<file path="src/rtl/euler_step_sequencer_if.sv">
// Term-producer / accumulator side of the Euler step sequencer.
// master = sequencer, slave = term producer plus accumulator.
interface euler_step_sequencer_if #(
  parameter int Size = 16
) ();
  logic            term_valid;
  logic [Size-1:0] term;
  logic            term_ready;
  logic            acc_rst_sync;
  logic [Size-1:0] acc_inp;
  logic            acc_out_en;
  logic            acc_overflow;

  modport master (
    input  term_valid, term, acc_overflow,
    output term_ready, acc_rst_sync, acc_inp, acc_out_en
  );

  modport slave (
    output term_valid, term, acc_overflow,
    input  term_ready, acc_rst_sync, acc_inp, acc_out_en
  );
endinterface

</file>
<file path="src/rtl/euler_step_sequencer.sv">
// Drives one shared accumulator through x[n+1] = x[n] + h*f(x[n]) for num_steps steps.
//   state | meaning
//   IDLE  | waiting for start; accumulator output shown while result_valid
//   CLEAR | synchronous accumulator clear, capture num_steps and x0
//   LOAD  | add x0 into the cleared accumulator
//   STEP  | accept one increment term per handshake
//   DONE  | one-cycle completion pulse, result now valid
//   ERR   | overflow seen, set sticky error
module euler_step_sequencer #(
  parameter int Size  = 16,
  parameter int StepW = 8
) (
  input  logic              clk,
  input  logic              rst_async,
  input  logic              start,
  input  logic              abort,
  input  logic [StepW-1:0]  num_steps,
  input  logic [Size-1:0]   x0,
  euler_step_sequencer_if.master bus,
  output logic [StepW-1:0]  step_idx,
  output logic              busy,
  output logic              done,
  output logic              error
);

  typedef enum logic [2:0] {
    ST_IDLE, ST_CLEAR, ST_LOAD, ST_STEP, ST_DONE, ST_ERR
  } state_e;

  state_e           state_q, state_d;
  logic [StepW-1:0] steps_q, steps_d;
  logic [StepW-1:0] step_idx_q, step_idx_d;
  logic [Size-1:0]  x0_q, x0_d;
  logic             result_valid_q, result_valid_d;
  logic             error_q, error_d;
  logic [StepW-1:0] step_next;

  // step_idx stays below steps_q while stepping, so this sum cannot wrap
  assign step_next = step_idx_q + 1'b1;

  always_ff @(posedge clk or posedge rst_async) begin
    if (rst_async) begin
      state_q        <= ST_IDLE;
      steps_q        <= '0;
      step_idx_q     <= '0;
      x0_q           <= '0;
      result_valid_q <= 1'b0;
      error_q        <= 1'b0;
    end else begin
      state_q        <= state_d;
      steps_q        <= steps_d;
      step_idx_q     <= step_idx_d;
      x0_q           <= x0_d;
      result_valid_q <= result_valid_d;
      error_q        <= error_d;
    end
  end

  always_comb begin
    state_d          = state_q;
    steps_d          = steps_q;
    step_idx_d       = step_idx_q;
    x0_d             = x0_q;
    result_valid_d   = result_valid_q;
    error_d          = error_q;
    bus.term_ready   = 1'b0;
    bus.acc_rst_sync = 1'b0;
    bus.acc_inp      = '0;
    bus.acc_out_en   = 1'b0;
    busy             = 1'b0;
    done             = 1'b0;

    unique case (state_q)
      ST_IDLE: begin
        bus.acc_out_en = result_valid_q;
        if (start) begin
          error_d        = 1'b0;
          result_valid_d = 1'b0;
          state_d        = ST_CLEAR;
        end
      end
      ST_CLEAR: begin
        busy             = 1'b1;
        bus.acc_rst_sync = 1'b1;
        steps_d          = num_steps;
        x0_d             = x0;
        step_idx_d       = '0;
        state_d          = abort ? ST_IDLE : ST_LOAD;
      end
      ST_LOAD: begin
        busy = 1'b1;
        if (abort) begin
          bus.acc_rst_sync = 1'b1;
          state_d          = ST_IDLE;
        end else begin
          bus.acc_inp = x0_q;
          state_d     = (steps_q == '0) ? ST_DONE : ST_STEP;
        end
      end
      ST_STEP: begin
        busy = 1'b1;
        if (abort) begin
          // abort wins over a handshake in the same cycle
          bus.acc_rst_sync = 1'b1;
          state_d          = ST_IDLE;
        end else begin
          bus.term_ready = 1'b1;
          bus.acc_out_en = 1'b1;
          if (bus.term_valid) begin
            bus.acc_inp = bus.term;
            if (bus.acc_overflow) begin
              state_d = ST_ERR;
            end else begin
              step_idx_d = step_next;
              if (step_next == steps_q) state_d = ST_DONE;
            end
          end
        end
      end
      ST_DONE: begin
        done           = 1'b1;
        bus.acc_out_en = 1'b1;
        result_valid_d = 1'b1;
        state_d        = ST_IDLE;
      end
      ST_ERR: begin
        error_d        = 1'b1;
        result_valid_d = 1'b0;
        state_d        = ST_IDLE;
      end
      default: state_d = ST_IDLE;
    endcase
  end

  assign step_idx = step_idx_q;
  assign error    = error_q;

endmodule
</file>
<file path="src/flat_wrapper.sv">
// flat-port wrapper written by rule: the top's interface ports become plain ports
module euler_step_sequencer_flat 
#(
  parameter int Size  = 16,
  parameter int StepW = 8
)
  (clk, rst_async, start, abort, num_steps, x0, step_idx, busy, done, error, bus_term_valid, bus_term, bus_acc_overflow, bus_term_ready, bus_acc_rst_sync, bus_acc_inp, bus_acc_out_en);
  euler_step_sequencer_if #(.Size(Size)) bus_i ();
  input  logic clk;
  input  logic rst_async;
  input  logic start;
  input  logic abort;
  input  logic [StepW-1:0] num_steps;
  input  logic [Size-1:0] x0;
  output logic [StepW-1:0] step_idx;
  output logic busy;
  output logic done;
  output logic error;
  input wire logic [$bits(bus_i.term_valid)-1:0] bus_term_valid;
  input wire logic [$bits(bus_i.term)-1:0] bus_term;
  input wire logic [$bits(bus_i.acc_overflow)-1:0] bus_acc_overflow;
  output wire logic [$bits(bus_i.term_ready)-1:0] bus_term_ready;
  output wire logic [$bits(bus_i.acc_rst_sync)-1:0] bus_acc_rst_sync;
  output wire logic [$bits(bus_i.acc_inp)-1:0] bus_acc_inp;
  output wire logic [$bits(bus_i.acc_out_en)-1:0] bus_acc_out_en;
  assign bus_i.term_valid = bus_term_valid;
  assign bus_i.term = bus_term;
  assign bus_i.acc_overflow = bus_acc_overflow;
  assign bus_term_ready = bus_i.term_ready;
  assign bus_acc_rst_sync = bus_i.acc_rst_sync;
  assign bus_acc_inp = bus_i.acc_inp;
  assign bus_acc_out_en = bus_i.acc_out_en;
  euler_step_sequencer #(.Size(Size), .StepW(StepW)) u_core (.clk(clk), .rst_async(rst_async), .start(start), .abort(abort), .num_steps(num_steps), .x0(x0), .bus(bus_i), .step_idx(step_idx), .busy(busy), .done(done), .error(error));
endmodule
</file>
<file path="config.mk">
export PLATFORM = sky130hd
export DESIGN_NAME = euler_step_sequencer_flat
export DESIGN_NICKNAME = d
export VERILOG_FILES = /design/src/rtl/euler_step_sequencer_if.sv /design/src/rtl/euler_step_sequencer.sv /design/src/flat_wrapper.sv
export SDC_FILE = /design/constraint.sdc
export NUM_CORES = 1
export LEC_CHECK = 0
export ABC_CLOCK_PERIOD_IN_PS = 6350
export BUFFER_PORTS_ARGS = -buffer_cell sky130_fd_sc_hd__buf_2
export CAP_MARGIN = 10
export CORE_UTILIZATION = 53
export DETAILED_ROUTE_END_ITERATION = 8
export PLACE_DENSITY = 0.85
export SYNTH_ARGS = -nofsm -noshare
export SYNTH_HDL_FRONTEND = slang
export SYNTH_SLANG_ARGS = --single-unit
</file>
<file path="constraint.sdc">
create_clock -name clk -period 6.35 [get_ports clk]
set_input_delay 1.27 -clock clk [delete_from_list [all_inputs] [get_ports clk]]
set_output_delay 1.27 -clock clk [all_outputs]
set_load 0.02 [all_outputs]
</file>
After elaboration in Yosys (flattened, before gate mapping)
Cells that the tools add are included.
Operators by class
  $add $sub $neg: 1
  multipliers: 0
  divide/modulo/power cells: 0
  order comparisons: 0
  eq/ne operators: 12
  shifts and indexed selects: 0
  muxes and demuxes: 27
  bitwise operators: 0
  reduce and logical (&&, ||, !) cells: 11
Operator list (count)
  2-to-1 mux 16 bit: 3
  case mux 16 bit (2 select lines): 1
  2-to-1 mux 8 bit: 3
  2-to-1 mux 3 bit: 7
  case mux 8 bit (2 select lines): 1
  case mux 3 bit (4 select lines): 1
  adder 8 x 1 -> 8 bit (second input constant): 1
  == test 8 bit: 1
  logical NOT 8 bit: 1
  != test 2 bit (second input constant): 4
  == test 3 x 2 -> 1 bit (second input constant): 2
  == test 3 bit (second input constant): 2
  2-to-1 mux 1 bit: 6
  case mux 1 bit (3 select lines): 2
  != test 4 x 3 -> 1 bit (second input constant): 1
  case mux 1 bit (2 select lines): 2
  AND reduction 2 bit: 2
  AND reduction 4 bit: 1
  nonzero test 2 bit: 2
  == test 3 x 1 -> 1 bit (second input constant): 1
  logical NOT 3 bit: 1
  != test 3 bit (second input constant): 1
  AND reduction 3 bit: 1
  nonzero test 3 bit: 1
  other kinds (3): 3
Storage, ports and cells
  flip-flop bits (word level): 37
  latch bits: 0
  memory bits (writable): 0
  memory bits (read-only): 0
  bits of input ports: 46
  output and inout port bits: 30
  word-level logic and storage cells: 57
  memories kept: 0

Longest topological paths before layout
  depth in word-level cells: 7
  gate-level depth with buffers: 7
  depth with buffers taken out: 6

Worst setup path before layout
No wires, ideal clock.
  path type: input -> output
  start point: input port abort
  end point: output port bus_acc_inp[0]
  arrival time: 2444 ps
  required time: 5080 ps
  slack: 2636 ps
  stages: 4
  path buffers: 1
  cells stage by stage: nand2b_1 -> nor3_1 -> clkbuf_1 -> a22o_1
Between the ends
  word-level cells in the longest chain between the ends: 2
  elaborated cells between the ends (all ways): 3
  those cells by class: 3 x mux
Ends and longest elaborated chain
  start, declared: line flat_wrapper.sv:12  | input logic abort;
  2-to-1 mux 16 bit (on tied branches): line euler_step_sequencer.sv:102, euler_step_sequencer.sv:92
  case mux 16 bit (2 select lines) (*): line euler_step_sequencer.sv:73  | unique case (state_q)
  end, declared: line flat_wrapper.sv:24  | output wire logic [$bits(bus_i.acc_inp)-1:0] bus_acc_inp;
Mark *: on every way between the ends. The rest lies on a longest branch, timed or not.

Worst setup path after layout
  start point: input port abort
  end point: output port bus_acc_inp[14]
Same word-level chain as after synthesis.

==> impl_metrics.ini <==
[global_route]
grt_start_max_net_pins = 38
grt_antenna_before_repair = 0
overflow = 0
grt_pass1_vias = 1702
gr-usage-all-layers = 0.2451
first_pass_grt_wire_length_mm = 7.734

[placement]
dpl_wire_length_mm = 3.370
gp_routability_congestion = 0.9531
place_ws_ns = 2.080
portBuffers = 75

[pwr]
sequentialPowerShare = 0.412
cellPowerDensity_nw_per_um2 = 396.8
net-switching-power_uw = 362.4
comb_power_share = 0.387
p_sw_frac = 0.3602
power.static_leakage_nw = 1.249
internal_power_component_uw = 643.8
power.ir.vdd_worst_uv = 204.1
clockPowerShare = 0.201

[clock_network]
cts-root-buf = sky130_fd_sc_hd__clkbuf_8
clock_buffers_created_by_tritoncts = 5
cts.reportedPaths.clkPinSlew_ns = 0.08
tritoncts = yes
clock_insertion_delay_worst_skew_ns = 0.29
numClockSinks = 37
ctsHoldBuffers = 0
cts_max_level = 2
cts_repair_resize_count = 0
post_cts.repair.setup_buffers = 0
cts_max_path_buffers = 2

[yosys]
synth_fp_nets = 243
yosysTopAreaCell = sky130_fd_sc_hd__dfrtp_1
synth_area_sq_um = 2019
synth_largest_type_area_fraction = 0.4585
synth_seq_cells = 37
postSynth.asyncResetShare = 1.000
synth.most_common_cell = sky130_fd_sc_hd__dfrtp_1
avgSynthCellArea_sq_um = 10.30
postSynthCellCount = 196
synth-seq-area-share = 0.4585
synth_edf_count = 0
postSynth.topFlopCell = sky130_fd_sc_hd__dfrtp_1
number_of_synthesis_warnings = 0
synth_cell_type_count = 37
synth_common_cells = sky130_fd_sc_hd__dfrtp_1 (37), sky130_fd_sc_hd__mux2_2 (24), sky130_fd_sc_hd__a22o_1 (16)
synth.top_cells.by_area = sky130_fd_sc_hd__dfrtp_1 (46%), sky130_fd_sc_hd__mux2_2 (13%), sky130_fd_sc_hd__a22o_1 (6.9%)

[timing]
tightest_slew_ns = 1.104
timing.final.crit_share = 0.6790
finalWorstPathRequiredPeriod_ns = 4.312
report.final.setup_viol = 0
hold_viol = 0
final-max-slew-violation-count = 0
timing.fmax_mhz = 231.9
setup-tns-final_ns = 0
finClkSkew_ns = 0.005538
worst_setup_margin_ns = 2.038
rsz0062_at_grt = no
timing.slew.headroom = 0.2633

[setup_path]
path_cells = buf_2 -> nor2b_1 -> nand2_1 -> nor2_1 -> a22o_1 -> buf_2
cp_data_arrival_time_ns = 3.04
critical-path-top-delay-family = simple AND/OR/NAND/NOR gates
crit_path_top_delay_cell = sky130_fd_sc_hd__nor2_1
critical_path.max_stage_delay_ns = 0.81
start_kind = input port
critPathBufInv = 2
critical_path_class = input port to primary output
critical_path.max_fanout = 16
timing.critical_path.mode_cell = sky130_fd_sc_hd__buf_2
cp.required_ns = 5.08
setup.worst_path.end_class = primary output

[cells_and_area]
multi_input_logic_area_sq_um = 1026
layout.filler_cells = 293
synth_to_layout_area_growth_pct = 25.59
antenna-diode-count = 0
nets = 317
final_layout_size_suffix_gt1_frac = 0.4096
final-seq-area_sq_um = 925.9

[floorplanning]
total_core_area_sq_um = 3661
top_level_ports = 76
fp.dieArea_sq_um = 4061
die-height_microns = 63.73
initial_core_util = 0.5516
rows = 22
die_width_microns = 63.73

[detailed_routing]
drt_first_iter_violations = 136
via_count = 1824
finalWirelength_mm = 4.581
wl_per_cell_microns = 14.36
route.antenna.remaining_nets = 0
post_route_drc_violation_count = 0
drtPass1Iterations = 4
avgViaCountPerCell = 5.718

[outcome]
result_of_the_run = finished, final reports clean

[worst_hold_path]
min-delay-path-class = flop to flop

[job]
timing.max_cap.violations = 0
==> power groups by stage <==
| stage | sequential (mW) | clock [mW] | combinational, mW |
|---|---|---|---|
| after detailed placement | 0.416 | 0 | 0.392 |
| after global routing | 0.427 | 0.219 | 0.429 |
| final | 0.415 | 0.202 | 0.389 |
| after floorplan | 0.386 | 0 | 0.312 |
| after global placement | 0.414 | 0 | 0.380 |
| after CTS | 0.414 | 0.206 | 0.393 |
==> metrics by stage <==
step	hold slack [ns]	util	power, mW	instances	area [sq um]
after detailed placement	0.4986	0.6623	0.8080	311	2425
after CTS	0.5175	0.6928	1.012	319	2536
after floorplan	0.4682	-	0.6980	196	2019
after global routing	0.5309	0.6928	1.074	319	2536
final	0.5173	0.6928	1.006	319	2536
after global placement	0.4930	0.6623	0.7942	311	2425
==> flip-flops by register name, summed over array words and instances (netlist names) <==
signal                 flops
u_core.result_valid_q      1
u_core.steps_q             8
u_core.step_idx            8
u_core.error               1
u_core.x0_q               16
u_core.state_q             3
==> cell usage in the layout (no fill, tap or decap), drive strengths merged, types with 4 or more instances in the layout <==
cell type  instances
buf               77
o31ai              4
nand3              6
a22o              16
mux2              24
dfrtp             37
a21oi              6
nand2             13
nor3               4
o21ai             13
clkbuf             6
nor2              13
or3                4
xnor2              6
inv                6
==> logic make-up (layout without fill, tap and decap cells) <==
kind of cell / Yosys count / count (layout) / synth area share
flip-flops: 37 / 37 / 0.4585
buffers and inverters: 16 / 91 / 0.03469
multiplexers: 24 / 24 / 0.1338
adder cells (fa/ha/maj): 1 / 1 / 0.006195
XOR/XNOR: 9 / 9 / 0.03904
AO/OA/AOI/OAI: 49 / 49 / 0.1722
AND/OR/NAND/NOR: 60 / 60 / 0.1555
==> worst register-to-register path: stages, from the launching register on <==
cell	delay, ns
sky130_fd_sc_hd__dfrtp_1	0.46
sky130_fd_sc_hd__ha_1	0.30
sky130_fd_sc_hd__and3_1	0.26
sky130_fd_sc_hd__xnor2_1	0.13
sky130_fd_sc_hd__and3_1	0.16
sky130_fd_sc_hd__or4_4	0.52
sky130_fd_sc_hd__and4_1	0.18
==> metal layers <==
layer / track usage / vias up / share of wire
met2: 0.4176 / 74 / 0.50
met1: 0.3067 / 874 / 0.42
met5: 0 / - / 0
li1: - / 870 / -
met4: 0.07386 / 0 / 0.010
met3: 0.05616 / 6 / 0.065
==> final timing paths <==
path	start	end	slack [ns]	depth (start not counted)
min	u_core.x0_q[8]	u_core.x0_q[8]	0.52	1
max	abort	bus_acc_inp[14]	2.04	6
max reg2reg	u_core.step_idx[0]	u_core.state_q[2]	4.22	6
min in group asynchronous	rst_async	u_core.steps_q[3]	1.07	3
max in group asynchronous	rst_async	u_core.x0_q[12]	4.96	3
min reg2reg	u_core.x0_q[8]	u_core.x0_q[8]	0.52	1
==> cell type report <==
class | count | area share
clock inverters | 2 | 0.01529
multi-input cells | 143 | 0.4045
clock buffers | 6 | 0.02861
well taps | 48 | 0.02368
flip-flops and latches | 37 | 0.3651
inverters | 6 | 0.008880
repair buffers | 77 | 0.1539
No activity file was read; power rests on OpenSTA's default activity.
